## src/rtl/ct_sysio_mc_top.sv

```systemverilog
// Multi-core system I/O hub: registers per-core interrupt/debug/status signals, samples the system counter and APB base,
// runs the L2 flush handshake FSM and qualifies the CPU no-op indication. The optional macro SYSIO_SYSCNT_GRAY_EN takes a gray-coded system counter.
module ct_sysio_mc_top #(
    parameter int NUM_CORES    = 2,
    parameter int CNT_W        = 64,
    parameter int APB_BASE_LSB = 27,
    parameter int NOOP_CYC     = 4
) (
    input  logic                   forever_cpuclk,
    input  logic                   cpurst,
    input  logic                   axim_clk_en,
    input  logic [CNT_W-1:0]       pad_cpu_sys_cnt,
    input  logic [39:0]            pad_cpu_apb_base,
    input  logic                   pad_cpu_l2cache_flush_req,
    input  logic                   l2c_sysio_flush_done,
    input  logic                   l2c_sysio_flush_idle,
    input  logic                   ciu_xx_no_op,
    input  logic [NUM_CORES-1:0]   clint_ms_int,
    input  logic [NUM_CORES-1:0]   clint_mt_int,
    input  logic [NUM_CORES-1:0]   clint_ss_int,
    input  logic [NUM_CORES-1:0]   clint_st_int,
    input  logic [NUM_CORES-1:0]   plic_me_int,
    input  logic [NUM_CORES-1:0]   plic_se_int,
    input  logic [NUM_CORES-1:0]   pad_dbgrq_b,
    input  logic [NUM_CORES-1:0]   pad_dbg_mask,
    input  logic [2*NUM_CORES-1:0] piu_sysio_lpmd_b,
    input  logic [2*NUM_CORES-1:0] piu_sysio_jdb_pm,
    output logic [NUM_CORES-1:0]   sysio_piu_ms_int,
    output logic [NUM_CORES-1:0]   sysio_piu_mt_int,
    output logic [NUM_CORES-1:0]   sysio_piu_ss_int,
    output logic [NUM_CORES-1:0]   sysio_piu_st_int,
    output logic [NUM_CORES-1:0]   sysio_piu_me_int,
    output logic [NUM_CORES-1:0]   sysio_piu_se_int,
    output logic [NUM_CORES-1:0]   sysio_piu_dbgrq_b,
    output logic [NUM_CORES-1:0]   sysio_had_dbg_mask,
    output logic [2*NUM_CORES-1:0] core_pad_lpmd_b,
    output logic [2*NUM_CORES-1:0] core_pad_jdb_pm,
    output logic [CNT_W-1:0]       sysio_xx_time,
    output logic [39:0]            sysio_xx_apb_base,
    output logic                   sysio_l2c_flush_req,
    output logic                   cpu_pad_l2cache_flush_done,
    output logic                   cpu_pad_no_op
);

    typedef enum logic [1:0] {ST_IDLE, ST_REQ, ST_DONE} flush_st_e;

    localparam logic [39:0] APB_MASK = ~((40'd1 << APB_BASE_LSB) - 40'd1);
    localparam logic [3:0]  NOOP_MAX = 4'(NOOP_CYC);

    logic [6*NUM_CORES-1:0] int_q;
    logic [NUM_CORES-1:0]   dbgrq_meta_q, dbgrq_sync_q, dbg_mask_q;
    logic [2*NUM_CORES-1:0] lpmd_b_q, jdb_pm_q;
    logic [CNT_W-1:0]       sys_cnt_bin, time_q;
    logic [39:0]            apb_base_q;
    flush_st_e              st_q, st_d;
    logic [3:0]             noop_cnt_q, noop_cnt_d;
    logic                   noop_cond;

`ifdef SYSIO_SYSCNT_GRAY_EN
    // Gray to binary: each bit is the parity of all gray bits at or above it.
    for (genvar i = 0; i < CNT_W; i++) begin : g_gray2bin
        assign sys_cnt_bin[i] = ^pad_cpu_sys_cnt[CNT_W-1:i];
    end
`else
    assign sys_cnt_bin = pad_cpu_sys_cnt;
`endif

    always_ff @(posedge forever_cpuclk or posedge cpurst) begin
        if (cpurst) begin
            int_q        <= '0;
            dbgrq_meta_q <= '1;
            dbgrq_sync_q <= '1;
            dbg_mask_q   <= '0;
            lpmd_b_q     <= '1;
            jdb_pm_q     <= '0;
            time_q       <= '0;
            apb_base_q   <= '0;
            st_q         <= ST_IDLE;
            noop_cnt_q   <= '0;
        end else begin
            int_q        <= {clint_ms_int, clint_mt_int, clint_ss_int,
                             clint_st_int, plic_me_int, plic_se_int};
            dbgrq_meta_q <= pad_dbgrq_b;
            dbgrq_sync_q <= dbgrq_meta_q;
            dbg_mask_q   <= pad_dbg_mask;
            lpmd_b_q     <= piu_sysio_lpmd_b;
            jdb_pm_q     <= piu_sysio_jdb_pm;
            if (axim_clk_en) begin
                time_q     <= sys_cnt_bin;
                apb_base_q <= pad_cpu_apb_base & APB_MASK;
            end
            st_q         <= st_d;
            noop_cnt_q   <= noop_cnt_d;
        end
    end

    always_comb begin
        st_d = st_q;
        if (axim_clk_en) begin
            unique case (st_q)
                ST_IDLE: if (pad_cpu_l2cache_flush_req)  st_d = ST_REQ;
                ST_REQ:  if (l2c_sysio_flush_done)       st_d = ST_DONE;
                ST_DONE: if (!pad_cpu_l2cache_flush_req) st_d = ST_IDLE;
                default: st_d = ST_IDLE;
            endcase
        end
    end

    // Quiescence only counts while no flush handshake is in progress.
    assign noop_cond = ciu_xx_no_op & l2c_sysio_flush_idle & (st_q == ST_IDLE);

    always_comb begin
        noop_cnt_d = noop_cnt_q;
        if (axim_clk_en) begin
            if (!noop_cond)
                noop_cnt_d = '0;
            else if (noop_cnt_q != NOOP_MAX)
                noop_cnt_d = noop_cnt_q + 4'd1;
        end
    end

    assign {sysio_piu_ms_int, sysio_piu_mt_int, sysio_piu_ss_int,
            sysio_piu_st_int, sysio_piu_me_int, sysio_piu_se_int} = int_q;
    assign sysio_piu_dbgrq_b          = dbgrq_sync_q;
    assign sysio_had_dbg_mask         = dbg_mask_q;
    assign core_pad_lpmd_b            = lpmd_b_q;
    assign core_pad_jdb_pm            = jdb_pm_q;
    assign sysio_xx_time              = time_q;
    assign sysio_xx_apb_base          = apb_base_q;
    assign sysio_l2c_flush_req        = (st_q == ST_REQ);
    assign cpu_pad_l2cache_flush_done = (st_q == ST_DONE);
    assign cpu_pad_no_op              = (noop_cnt_q == NOOP_MAX);

endmodule

```

## config.mk

```make
export PLATFORM = sky130hd
export DESIGN_NAME = ct_sysio_mc_top
export DESIGN_NICKNAME = d
export VERILOG_FILES = /design/src/rtl/ct_sysio_mc_top.sv
export SDC_FILE = /design/constraint.sdc
export NUM_CORES = 1
export LEC_CHECK = 0
export ABC_AREA = 1
export BUFFER_PORTS_ARGS = -buffer_cell sky130_fd_sc_hd__buf_4
export CORE_AREA = 3 3 102 104
export CTS_CLUSTER_SIZE = 25
export DETAILED_ROUTE_END_ITERATION = 12
export DIE_AREA = 0 0 105 107
export HOLD_SLACK_MARGIN = 0.1
export PLACE_DENSITY = 0.89
export SLEW_MARGIN = 20
export SYNTH_ARGS = -nofsm -noshare
export SYNTH_HDL_FRONTEND = slang
export SYNTH_SLANG_ARGS = --single-unit
```

## constraint.sdc

```tcl
create_clock -name forever_cpuclk -period 9 [get_ports forever_cpuclk]
set_input_delay 0.9 -clock forever_cpuclk [delete_from_list [all_inputs] [get_ports forever_cpuclk]]
set_output_delay 0.9 -clock forever_cpuclk [all_outputs]
set_load 0.02 [all_outputs]
```

==> summary.md <==
| Metric | Value |
|---|---|
| Net count, final | 783 |
| Antenna violations before repair | 0 |
| Die Ht | 107 um |
| Final Cycle Share | 29.11% |
| Worst Reg2Reg Path Length in Cells | 8 |
| Total gr overflow | 0 |
| Yosys top cell area share | 60.84% |
| Top-count cell post-synth | nand2_1 |
| Synth-to-layout area growth | 44.01% |
| Slew headroom | 43.75% |
| Routability cong. | 0.7150 |
| Final hold vios | 0 |
| Syn_area_per_cell | 9.441 sq um |
| Slew Limit Fails | 0 |
| CP Data Required Time | 9.26 ns |
| Final setup skew | 0.007932 ns |
| Seq/Total Area, Yosys | 65.90% |
| First-pass DRT Iterations | 4 |
| Reg-to-Reg End | noop_cnt_q[0]$_DFFE_PP0P_ |
| Switching pwr | 326.2 uW |
| CP Max Fanout | 85 |
| Switching share of power | 28.09% |
| Final Critical Period | 2.620 ns |
| Post-synth EDFFs | 0 |
| TritonCTS Buffers | 9 |
| R2r setup slk | 7.69 ns |
| Number of synthesized register bits | 109 |
| Synth area leaders | dfrtp_1 61%, nand2_1 23%, buf_4 5.4% |
| Total GRT Usage | 18.35% |
| Initial Util | 43.09% |
| Crit path capture type | register |
| Clk pwr share | 30.5% |
| Routed len/inst | 13.09 um |
| Maximum VDD drop | 0.00009907 V |
| Layout cells sized above 1 | 37.17% |
| Status | finished clean |
| Yosys cell types | 17 |
| CTS tree | done |
| CP Launch Type | input pin |
| Hold-fix buffers, CTS | 0 |
| Total wire length | 10260 um |
| WL met1 | 3923 um |
| Routed wl met3 | 667 um |
| Die ar. | 11240 sq um |
| Setup bufs post-CTS | 0 |
| Synth warnings | 0 |
| CTS Buffer Depth | 2 |
| Setup TNS | 0 ns |
| Core footprint | 9639 sq um |
| Final setup fails | 0 |
| Vias/cell | 4.406 |
| # diodes | 0 |
| H-tree depth reported by CTS | 3 |
| Gate count of the mapped netlist | 440 |
| Pleak | 3.382 nW |
| Port Buf Inserts | 211 |
| Worst-path clk slew | 0.10 ns |
| Max cap viols | 0 |
| Vias in the first global route | 3541 |
| Routed Antenna Nets | 0 |
| Worst Path Arrival | 2.88 ns |
| Ys async rst share | 100.0% |
| Commonest cells post-synth | 252 x nand2_1, 101 x dfrtp_1, 30 x buf_4 |
| Top Layer Used | met4 |
| Post-DP HPWL | 7609 um |
| Post-cts sizing count | 0 |
| Worst Tran Pin Value | 0.8438 ns |
| DRT iter0 DRCs | 147 |
| Comb power frac | 21.4% |
| Pint | 835.3 uW |
| Pwr dens | 194.2 nW/um^2 |
| First-pass GRT wire length | 16470 um |
| Ports | 266 |
| Flop pwr share | 48.1% |
| Leading area contributor after synthesis | dfrtp_1 |
| Critical Path End | st_q[1]$_DFFE_PP0P_ |
| Crit path from | axim_clk_en |
| Fin area | 5982 sq um |
| Clock tree sinks | 109 |
| Synthesized cell area | 4154 sq um |
| Clk_lat worst skew | 0.36 ns |
| Fmax achieved | 381.7 MHz |
| R2r startpoint | noop_cnt_q[0]$_DFFE_PP0P_ |
| Routed vias | 3454 |
| Hold_sp | dbgrq_meta_q[0]$_DFF_PP1_ |
| Placement Rows | 36 |
| RSZ-0062 raised after global routing | false |
| Hold WC Path Type | register to register |
| DP Area | 5732 sq um |
| CTS root buffer | clkbuf_8 |
| Die span in x | 105 um |
| Setup Crit Path Kind | input pin to register |
| Drt drc | 0 |
| DR WL met2 | 5387 um |
| Ys flop type | dfrtp_1 |
| Largest net degree at the start of global routing | 86 |
how the worst min path moves through the flow:
stage	end	slack, ns	depth (start not counted)
5_1_grt	sysio_piu_dbgrq_b[0]$_DFF_PP1_	0.37	0
2_1_floorplan	sysio_piu_dbgrq_b[0]$_DFF_PP1_	0.35	0
4_1_cts	sysio_piu_dbgrq_b[0]$_DFF_PP1_	0.36	0
6_report	sysio_piu_dbgrq_b[0]$_DFF_PP1_	0.36	0
3_5_place_dp	sysio_piu_dbgrq_b[0]$_DFF_PP1_	0.35	0
3_3_place_gp	sysio_piu_dbgrq_b[0]$_DFF_PP1_	0.35	0
power by group through the flow:
stage / registers [mW] / logic, mW / clock network, mW
2_1_floorplan: 0.611 / 0.0918 / 0
3_3_place_gp: 0.565 / 0.244 / 0
3_5_place_dp: 0.568 / 0.251 / 0
4_1_cts: 0.559 / 0.252 / 0.364
5_1_grt: 0.564 / 0.271 / 0.384
6_report: 0.559 / 0.248 / 0.354
kinds of logic (layout without fill, tap and decap cells):
logic type | after synthesis | after routing | synth area share (%)
other | 1 | 27 | 0.09027
adder cells (fa/ha/maj) | 2 | 2 | 0.6023
flip-flops | 109 | 109 | 65.90
AND/OR/NAND/NOR | 269 | 269 | 25.06
AO/OA/AOI/OAI | 2 | 2 | 0.2407
buffers and inverters | 57 | 242 | 8.103
flip-flops by register name, indices dropped and copies added (netlist names):
signal              flops
sysio_had_dbg_mask      2
core_pad_lpmd_b         4
sysio_xx_apb_base      13
int_q                  12
dbgrq_meta_q            2
sysio_piu_dbgrq_b       2
core_pad_jdb_pm         4
noop_cnt_q              4
st_q                    2
sysio_xx_time          64
per-layer routing:
| layer | track usage [%] | up-vias |
|---|---|---|
| met5 | 0 | - |
| met4 | 9.091 | 0 |
| met3 | 4.335 | 24 |
| met2 | 32.45 | 144 |
| met1 | 20.83 | 1613 |
| li1 | - | 1673 |
layout make-up:
type	instances	area (sq um)
Multi-Input combinational cell	300	1177
Sequential cell	109	2738
Timing Repair Buffer	213	1599
Tap cell	133	166.4
Clock buffer	12	155.1
Inverter	13	51.30
Fill cell	788	3657
Clock inverter	4	95.09
cells in the final DEF (no fill, tap or decap), drive strengths merged:
master  instances
nand2         254
buf           213
dfrtp         101
conb           27
inv            13
clkbuf         12
dfstp           8
nand3           7
nand4           4
nor2            4
bufinv          3
ha              2
o21ai           1
a21oi           1
clkinv          1
worst max-delay path, stage by stage:
cell and delay [ns]:
buf_4 0.64, inv_2 0.50, buf_4 0.41, a21oi_1 0.21, nand2_1 0.09, nand2_1 0.06, nand2_1 0.04
through the flow:
step                setup slack (ns)  hold WS, ns  std cells  power (mW)  util (%)
global placement               6.068       0.3459        768      0.8090     59.46
finish                         6.380       0.3604        784       1.162     62.06
CTS                            6.401       0.3612        784       1.175     62.06
detailed placement             5.998       0.3468        768      0.8192     59.46
global route                   6.211       0.3676        784       1.220     62.06
floorplan                      5.239       0.3452        466      0.7025         -
(Power assumes the default switching activity.)
